`config.mk`:
```
export PLATFORM = sky130hd
export DESIGN_NAME = diff_enc_tx
export DESIGN_NICKNAME = d
export VERILOG_FILES = /design/src/rtl/diff_enc_pkg.sv /design/src/rtl/diff_bit_enc.sv /design/src/rtl/diff_enc_tx.sv
export SDC_FILE = /design/constraint.sdc
export NUM_CORES = 1
export LEC_CHECK = 0
export ABC_AREA = 1
export CORE_AREA = 2 2 39 41
export CTS_BUF_LIST = sky130_fd_sc_hd__clkbuf_8
export DETAILED_ROUTE_END_ITERATION = 10
export DIE_AREA = 0 0 41 43
export PLACE_DENSITY = 0.78
export SLEW_MARGIN = 40
export SYNTH_ARGS = -nofsm -noshare
export SYNTH_HDL_FRONTEND = slang
export SYNTH_SLANG_ARGS = --single-unit
export TNS_END_PERCENT = 1
```
`constraint.sdc`:
```
create_clock -name clk -period 1.6 [get_ports clk]
set_clock_uncertainty 0.2 [all_clocks]
set_input_delay 0.32 -clock clk [delete_from_list [all_inputs] [get_ports clk]]
set_output_delay 0.32 -clock clk [all_outputs]
set_load 0.03 [all_outputs]
```
`src/rtl/diff_enc_pkg.sv`:
```
// Shared types and default sizing for the transition-coded transmitter.
package diff_enc_pkg;

  localparam int DIFF_DATA_W    = 8;
  localparam int DIFF_STUFF_RUN = 5;

  // Bit 0 marks an emitting state, bit 1 marks the stuff state.
  typedef enum logic [1:0] {
    IDLE  = 2'b00,
    SHIFT = 2'b01,
    STUFF = 2'b11
  } diff_state_e;

endpackage

```
`src/rtl/diff_bit_enc.sv`:
```
// One-bit transition encoder: a '1' on bit_in toggles the line when enabled.
module diff_bit_enc #(
  parameter logic IDLE_LEVEL = 1'b0
) (
  input  logic clk,
  input  logic rst,
  input  logic en,
  input  logic bit_in,
  output logic line_out
);

  logic line_q;

  // Line level register.
  always_ff @(posedge clk) begin
    if (rst) begin
      line_q <= IDLE_LEVEL;
    end else if (en) begin
      line_q <= line_q ^ bit_in;
    end else begin
      line_q <= line_q;
    end
  end

  assign line_out = line_q;

endmodule

```
`src/rtl/diff_enc_tx.sv`:
```
// Transition-coded serial transmitter, LSB first, one bit per clock.
// Zero-run bit stuffing is enabled by defining DIFF_ENC_TX_STUFF_EN.
module diff_enc_tx
  import diff_enc_pkg::*;
#(
  parameter int   DATA_W     = DIFF_DATA_W,
  parameter int   STUFF_RUN  = DIFF_STUFF_RUN,
  parameter logic IDLE_LEVEL = 1'b0
) (
  input  logic              clk,
  input  logic              rst,
  input  logic [DATA_W-1:0] tx_data,
  input  logic              tx_valid,
  output logic              tx_ready,
  output logic              line_out,
  output logic              bit_valid,
  output logic              bit_is_stuff
);

  localparam int BL_W = $clog2(DATA_W);

  if (DATA_W < 2 || STUFF_RUN < 1) begin : g_bad_params
    $error("diff_enc_tx: DATA_W must be at least 2 and STUFF_RUN at least 1");
  end

  diff_state_e       state_q, state_d;
  logic [DATA_W-1:0] sreg_q, sreg_d;
  logic [BL_W-1:0]   bits_left_q, bits_left_d;
  logic              stuff_pending;
  logic              handshake;
  logic              emit_en;
  logic              emit_bit;

`ifdef DIFF_ENC_TX_STUFF_EN
  localparam int ZR_W = $clog2(STUFF_RUN + 1);

  logic [ZR_W-1:0] zero_run_q, zero_run_d;

  assign stuff_pending = (zero_run_q == ZR_W'(STUFF_RUN));

  // Run of consecutive emitted zeros; idle cycles break the run.
  always_comb begin
    zero_run_d = zero_run_q;
    if (stuff_pending) begin
      zero_run_d = ZR_W'(0);
    end else if (emit_en) begin
      if (emit_bit) begin
        zero_run_d = ZR_W'(0);
      end else begin
        zero_run_d = zero_run_q + ZR_W'(1);
      end
    end else begin
      zero_run_d = ZR_W'(0);
    end
  end

  // Zero-run counter register.
  always_ff @(posedge clk) begin
    if (rst) begin
      zero_run_q <= ZR_W'(0);
    end else begin
      zero_run_q <= zero_run_d;
    end
  end

  assign bit_is_stuff = (state_q == STUFF);
`else
  assign stuff_pending = 1'b0;
  assign bit_is_stuff  = 1'b0;
`endif

  assign tx_ready  = (bits_left_q == BL_W'(0)) && !stuff_pending;
  assign handshake = tx_valid && tx_ready;
  assign bit_valid = (state_q != IDLE);

  // Per-edge priority: stuff bit, remaining word bits, new word, idle.
  always_comb begin
    state_d     = state_q;
    sreg_d      = sreg_q;
    bits_left_d = bits_left_q;
    emit_en     = 1'b0;
    emit_bit    = 1'b0;
    if (stuff_pending) begin
      emit_en  = 1'b1;
      emit_bit = 1'b1;
      state_d  = STUFF;
    end else if (bits_left_q != BL_W'(0)) begin
      emit_en     = 1'b1;
      emit_bit    = sreg_q[0];
      sreg_d      = sreg_q >> 1;
      bits_left_d = bits_left_q - BL_W'(1);
      state_d     = SHIFT;
    end else if (handshake) begin
      emit_en     = 1'b1;
      emit_bit    = tx_data[0];
      sreg_d      = tx_data >> 1;
      bits_left_d = BL_W'(DATA_W - 1);
      state_d     = SHIFT;
    end else begin
      state_d = IDLE;
    end
  end

  // Shifter, bit counter and state registers; reset drops any word in flight.
  always_ff @(posedge clk) begin
    if (rst) begin
      state_q     <= IDLE;
      sreg_q      <= '0;
      bits_left_q <= BL_W'(0);
    end else begin
      state_q     <= state_d;
      sreg_q      <= sreg_d;
      bits_left_q <= bits_left_d;
    end
  end

  diff_bit_enc #(
    .IDLE_LEVEL(IDLE_LEVEL)
  ) u_bit_enc (
    .clk     (clk),
    .rst     (rst),
    .en      (emit_en),
    .bit_in  (emit_bit),
    .line_out(line_out)
  );

endmodule

```
# [After elaboration in Yosys (flattened, before gate mapping)]
# Cells that the tools add are included.
[word_totals] regBits=13 latch_bits=0 mem_bits_rw=0 rom_bits=0 in_bits=11 out_inout_bits=4 mem_count=0
[op_classes] n_addsub=1 multipliers=0 div=0 n_lt_le_gt_ge=0 eq_ne=0 shift=0 muxes=10 bitwise_logic=1 reduce_logical=6
[op_table] op="7-bit 2-to-1 mux" n=2
[op_table] op="1-bit 2-to-1 mux" n=6
[op_table] op="3-bit 2-to-1 mux" n=2
[op_table] op="2-bit nonzero test" n=2
[op_table] op="3-bit logical NOT" n=1
[op_table] op="3-bit nonzero test" n=1
[op_table] op="3-bit by 1-bit subtractor with 3-bit output (second input constant)" n=1
[op_table] op="2-bit OR reduction" n=1
[op_table] op="1-bit logical AND" n=1
[op_table] op="1-bit XOR" n=1

# [Depth between registers and ports, before layout]
[depth] depth_word=5 mapped_depth=9

# [By module]
# From an unflattened synthesis, not the netlist that was laid out.
[hier_totals] cells_unflattened=93 area_unflattened_um2=618.1
[by_module_without_submodules] module="diff_enc_tx" instances=1 cells_per_inst=87 area_each_um2=576.8 seq_area_each_um2=220.2
[by_module_without_submodules] module="diff_bit_enc" instances=1 cells_per_inst=6 area_each_um2=41.3 seq_area_each_um2=20.0

# [Worst setup path after synthesis]
# No wires, ideal clock.
[synth_timing] path_kind="register to register" startpoint="reg bits_left_q[0]" endpoint="reg sreg_q[6]" setup_time_ps=70 t_arrival_ps=1196 setup_slack_ps=134 path_stages_with_launch=10 path_buffers=1 period_less_slack_ps=1466 cell_sequence="dfxtp_1 > inv_1 > ha_1 > buf_6 > inv_2 > nor2_8 > nand2_4 > inv_2 > nand2_1 > a21oi_1"
[synth_between] elab_chain_cells=3 word_cells_on_any_way=5 cone_classes="mux (1); reduce/logical (4)"
[synth_rtl] element="start: declaration" line_no="diff_enc_tx.sv:28" text="logic [BL_W-1:0] bits_left_q, bits_left_d;"
[synth_rtl] element="start signal: assignment" line_no="diff_enc_tx.sv:113" text="bits_left_q <= bits_left_d;"
[synth_rtl] element="3-bit logical NOT" line_no="diff_enc_tx.sv:72" text="assign tx_ready = (bits_left_q == BL_W'(0)) && !stuff_pending;"
[synth_rtl] element="named net tx_ready" line_no="diff_enc_tx.sv:14" text="output logic tx_ready,"
[synth_rtl] element="1-bit logical AND" line_no="diff_enc_tx.sv:73" text="assign handshake = tx_valid && tx_ready;"
[synth_rtl] element="2-bit nonzero test (no line)"
[synth_rtl] element="end signal: assignment" line_no="diff_enc_tx.sv:112" text="sreg_q <= sreg_d;"
[synth_rtl] element="end: declaration" line_no="diff_enc_tx.sv:27" text="logic [DATA_W-1:0] sreg_q, sreg_d;"
# The timed path passes the listed nets, and every way through them passes these cells.
# A chain may end at the register's enable or synchronous reset.

# [Worst setup path after layout]
[layout_timing] startpoint="reg bits_left_q[1]" endpoint="out tx_ready"
[layout_between] elab_chain_cells=1
[layout_rtl] element="3-bit logical NOT" line_no="diff_enc_tx.sv:72"
[layout_rtl] element="end: declaration" line_no="diff_enc_tx.sv:14"
# No other way between the ends.

==> qor.csv <==
stage,metric,value,unit
status,result of the run,"finished, final reports clean",
worst_setup_path,"Worst Path Class, Setup",register to primary output,
global_routing,initial antenna violation count,0,
route,number of DRC violations after detailed-routing iteration 0,10,
placement,worst slack after detailed placement,41.7,ps
route,Residual DRC,0,
cts,htree depth,1,
worst_setup_path,register-to-register path setup slack,210,ps
yosys,Syn Inst Count,84,
layout,count of fill cells added during filler insertion,130,
yosys,sequential element share of the synthesized area,37.1,%
placement,number of I/O port buffers,13,
timing,clock period minus final worst setup slack,1540,ps
power,leak pwr,0.443,nW
route,Detailed Routing Iterations Pass 1,4,
worst_setup_path,critical path arrival,1020,ps
timing,final worst-path cycle share,96.0,%
floorplanning,Die Width,41,µm
yosys,Yosys warning total,0,
job,Max-cap violations,0,
layout,post-layout utilization of the core,64.2,%
timing,final hold violations,0,
floorplanning,floorplan core area,1380,µm²
worst_setup_path,depth of the worst register-to-register path,9,
yosys,number of register bits inferred by synthesis,12,
route,ANT nets after route,0,
layout,final net count,119,
layout,antenna cells,0,
cts,register clock-pin slew on the reported worst setup and hold paths,60,ps
power,total design power,1.51,mW
placement,final HPWL from detailed placement,1.01,mm
global_routing,GRT overflow,0,
timing,upper clock frequency limit,651,MHz
yosys,cell area after synthesis,647,µm²
route,detail-routed via count per cell,4.86,
yosys,Mean Syn Cell Area,7.70,µm²
floorplanning,I/O pin cnt,15,
worst_setup_path,Critical Path RT,1080,ps
worst_setup_path,reg-to-reg endpoint,sreg_q[6],
yosys,share of Yosys cell area claimed by the top area cell type,37.1,%
min_path,hold_sp,sreg_q[6],
power,worst vdd rail ir drop,1070,µV
floorplanning,overall die area,1760,µm²
layout,non-filler cells in the finished layout,121,
floorplanning,cell row count,14,
cts,clock tree sinks,12,
floorplanning,initial core utilization,46.7,%
worst_setup_path,CP max FO,3,
worst_setup_path,sort of element at the end of the critical path,primary output,
timing,setup violators final,0,
yosys,cell taking the most area after synthesis,sky130_fd_sc_hd__dfxtp_1,
placement,Final Wtd Congestion,0.824,
cts,Longest Clk Path Bufs,2,
route,via count,588,
global_routing,global-route wire length before repair,2.15,mm
timing,"Worst Setup Slack, final",63.3,ps
placement,number of cells in the design after placement,116,
worst_setup_path,Worst R2R Start,bits_left_q[1],
floorplanning,Die H,43,µm
cts,TritonCTS buffer count,3,
timing,Slew Limit Fails,0,
layout,Layout Area Growth over Synthesis,37.3,%
global_routing,global-route total usage across every layer,17.9,%
min_path,Worst Hold Path Cells,2,
worst_setup_path,type of origin of the critical path,register,
route,DR WL/cell,10.5,µm
yosys,net count after synthesis,97,
min_path,type of the worst min-delay path,register to register,
global_routing,vias in the first global route,539,
route,drt total wl,1.27,mm
cts,clk_lat worst skew,240,ps
power,Pwr Density,1700,nW/µm²
min_path,hold worst-path end,sreg_q[6],
yosys,Netlist cell types,20,
cts,TritonCTS clock tree,yes,
cts,clock tree root driver cell,sky130_fd_sc_hd__clkbuf_8,
global_routing,largest net degree at the start of global routing,9,
cts,CTS hold repair buffers,0,
layout,layout cell share with drive strength beyond 1,21.9,%
timing,unrepaired setup endpoints after global routing,no,
yosys,Area contributors post-synth,"sky130_fd_sc_hd__dfxtp_1 (37%), sky130_fd_sc_hd__nand2_1 (9.9%), sky130_fd_sc_hd__nand3_1 (8.5%)",
## sequential cells by signal, indices dropped and copies added (netlist names)
signal,cells
sreg_q,7
bits_left_q,3
state_q,1
u_bit_enc.line_out,1
## stage by stage
| step | hold slack (ps) | setup TNS [ps] | cell area (µm²) |
|---|---|---|---|
| floorplan | 189 | 0 | 647 |
| detailed placement | 268 | 0 | 810 |
| global route | 311 | 0 | 888 |
| CTS | 275 | -11.4 | 868 |
| global placement | 246 | 0 | 810 |
| finish | 266 | 0 | 888 |
## worst max-delay path by stage
stage                   startpoint  slack (ps)             end  depth (start not counted)
floorplan           bits_left_q[0]         130       sreg_q[6]                          9
global placement          tx_valid          70  bits_left_q[2]                          5
detailed placement        tx_valid          40       sreg_q[6]                          6
CTS                 bits_left_q[1]         -10        tx_ready                          5
global route        bits_left_q[1]           4        tx_ready                          5
finish              bits_left_q[1]          60        tx_ready                          5
## cell type report
cell class / count / area [µm²] / area share, %
inverter: 15 / 61.3 / 6.90
tap: 16 / 20.0 / 2.25
timing repair buffer: 20 / 181 / 20.4
sequential: 12 / 240 / 27.0
multi-input combinational: 54 / 330 / 37.2
clock buffer: 4 / 55.1 / 6.20
## per-layer routing
| metal | up-vias | GRT usage [%] | share of wire (%) | routed length, µm |
|---|---|---|---|---|
| li1 | 311 | - | - | - |
| met1 | 255 | 21.4 | 42 | 529 |
| met2 | 20 | 28.4 | 52 | 662 |
| met3 | 2 | 4.71 | 4.8 | 61 |
| met4 | 0 | 8.00 | 1.1 | 14 |
| met5 | - | 0 | 0 | 0 |
## cells in the mapped netlist
| cell | number |
|---|---|
| sky130_fd_sc_hd__nand3_1 | 11 |
| sky130_fd_sc_hd__dfxtp_1 | 12 |
| sky130_fd_sc_hd__nand2_1 | 17 |
| sky130_fd_sc_hd__buf_6 | 2 |
| sky130_fd_sc_hd__nand3_2 | 1 |
| sky130_fd_sc_hd__clkinv_1 | 1 |
| sky130_fd_sc_hd__conb_1 | 1 |
| sky130_fd_sc_hd__nor2_8 | 1 |
| sky130_fd_sc_hd__nor2_1 | 4 |
| sky130_fd_sc_hd__ha_1 | 2 |
| sky130_fd_sc_hd__nand2_8 | 1 |
| sky130_fd_sc_hd__nand2_4 | 2 |
| sky130_fd_sc_hd__inv_2 | 2 |
| sky130_fd_sc_hd__a21oi_1 | 5 |
| sky130_fd_sc_hd__nand4_1 | 7 |
| sky130_fd_sc_hd__inv_4 | 1 |
| sky130_fd_sc_hd__o21ai_0 | 1 |
| sky130_fd_sc_hd__xnor2_1 | 1 |
| sky130_fd_sc_hd__buf_4 | 1 |
| sky130_fd_sc_hd__inv_1 | 11 |
## cell usage in the layout, fill, tap and decap left out, drive strengths merged
cell            n
nand2          20
inv            14
dfxtp          12
nand3          12
clkdlybuf4s50  10
buf             8
nand4           7
a21oi           5
nor2            5
clkbuf          4
dlygate4sd2     2
ha              2
xnor2           1
clkinv          1
o21ai           1
conb            1
## worst max-delay path: stages, from the launching register on
cell	delay (ps)
sky130_fd_sc_hd__dfxtp_1	300
sky130_fd_sc_hd__inv_2	80
sky130_fd_sc_hd__ha_4	150
sky130_fd_sc_hd__inv_4	40
sky130_fd_sc_hd__nor2_8	70
sky130_fd_sc_hd__buf_6	130
## where the power goes
| part | total, mW | switching [mW] | internal [mW] |
|---|---|---|---|
| Clock | 0.328 | 0.111 | 0.217 |
| Combinational | 0.748 | 0.428 | 0.319 |
| Sequential | 0.432 | 0.0580 | 0.374 |
## kinds of logic (layout without fill, tap and decap cells)
family / after synthesis / after routing / synth area share [%]
other cells: 1 / 1 / 0.580
xor+xnor: 1 / 1 / 1.35
fa+ha+maj: 2 / 2 / 3.87
simple gates: 44 / 44 / 38.7
compound gates: 6 / 6 / 4.64
buf+inv: 18 / 39 / 13.7
flops: 12 / 12 / 37.1
## timing repair
action / CTS / global route
pin swaps: 0 / 1
hold endpoints to repair: 0 / 0
buffers inserted: 0 / 1
setup endpoints to repair: 3 / 1
resized for setup: 5 / 3
No activity file was read; power rests on OpenSTA's default activity.
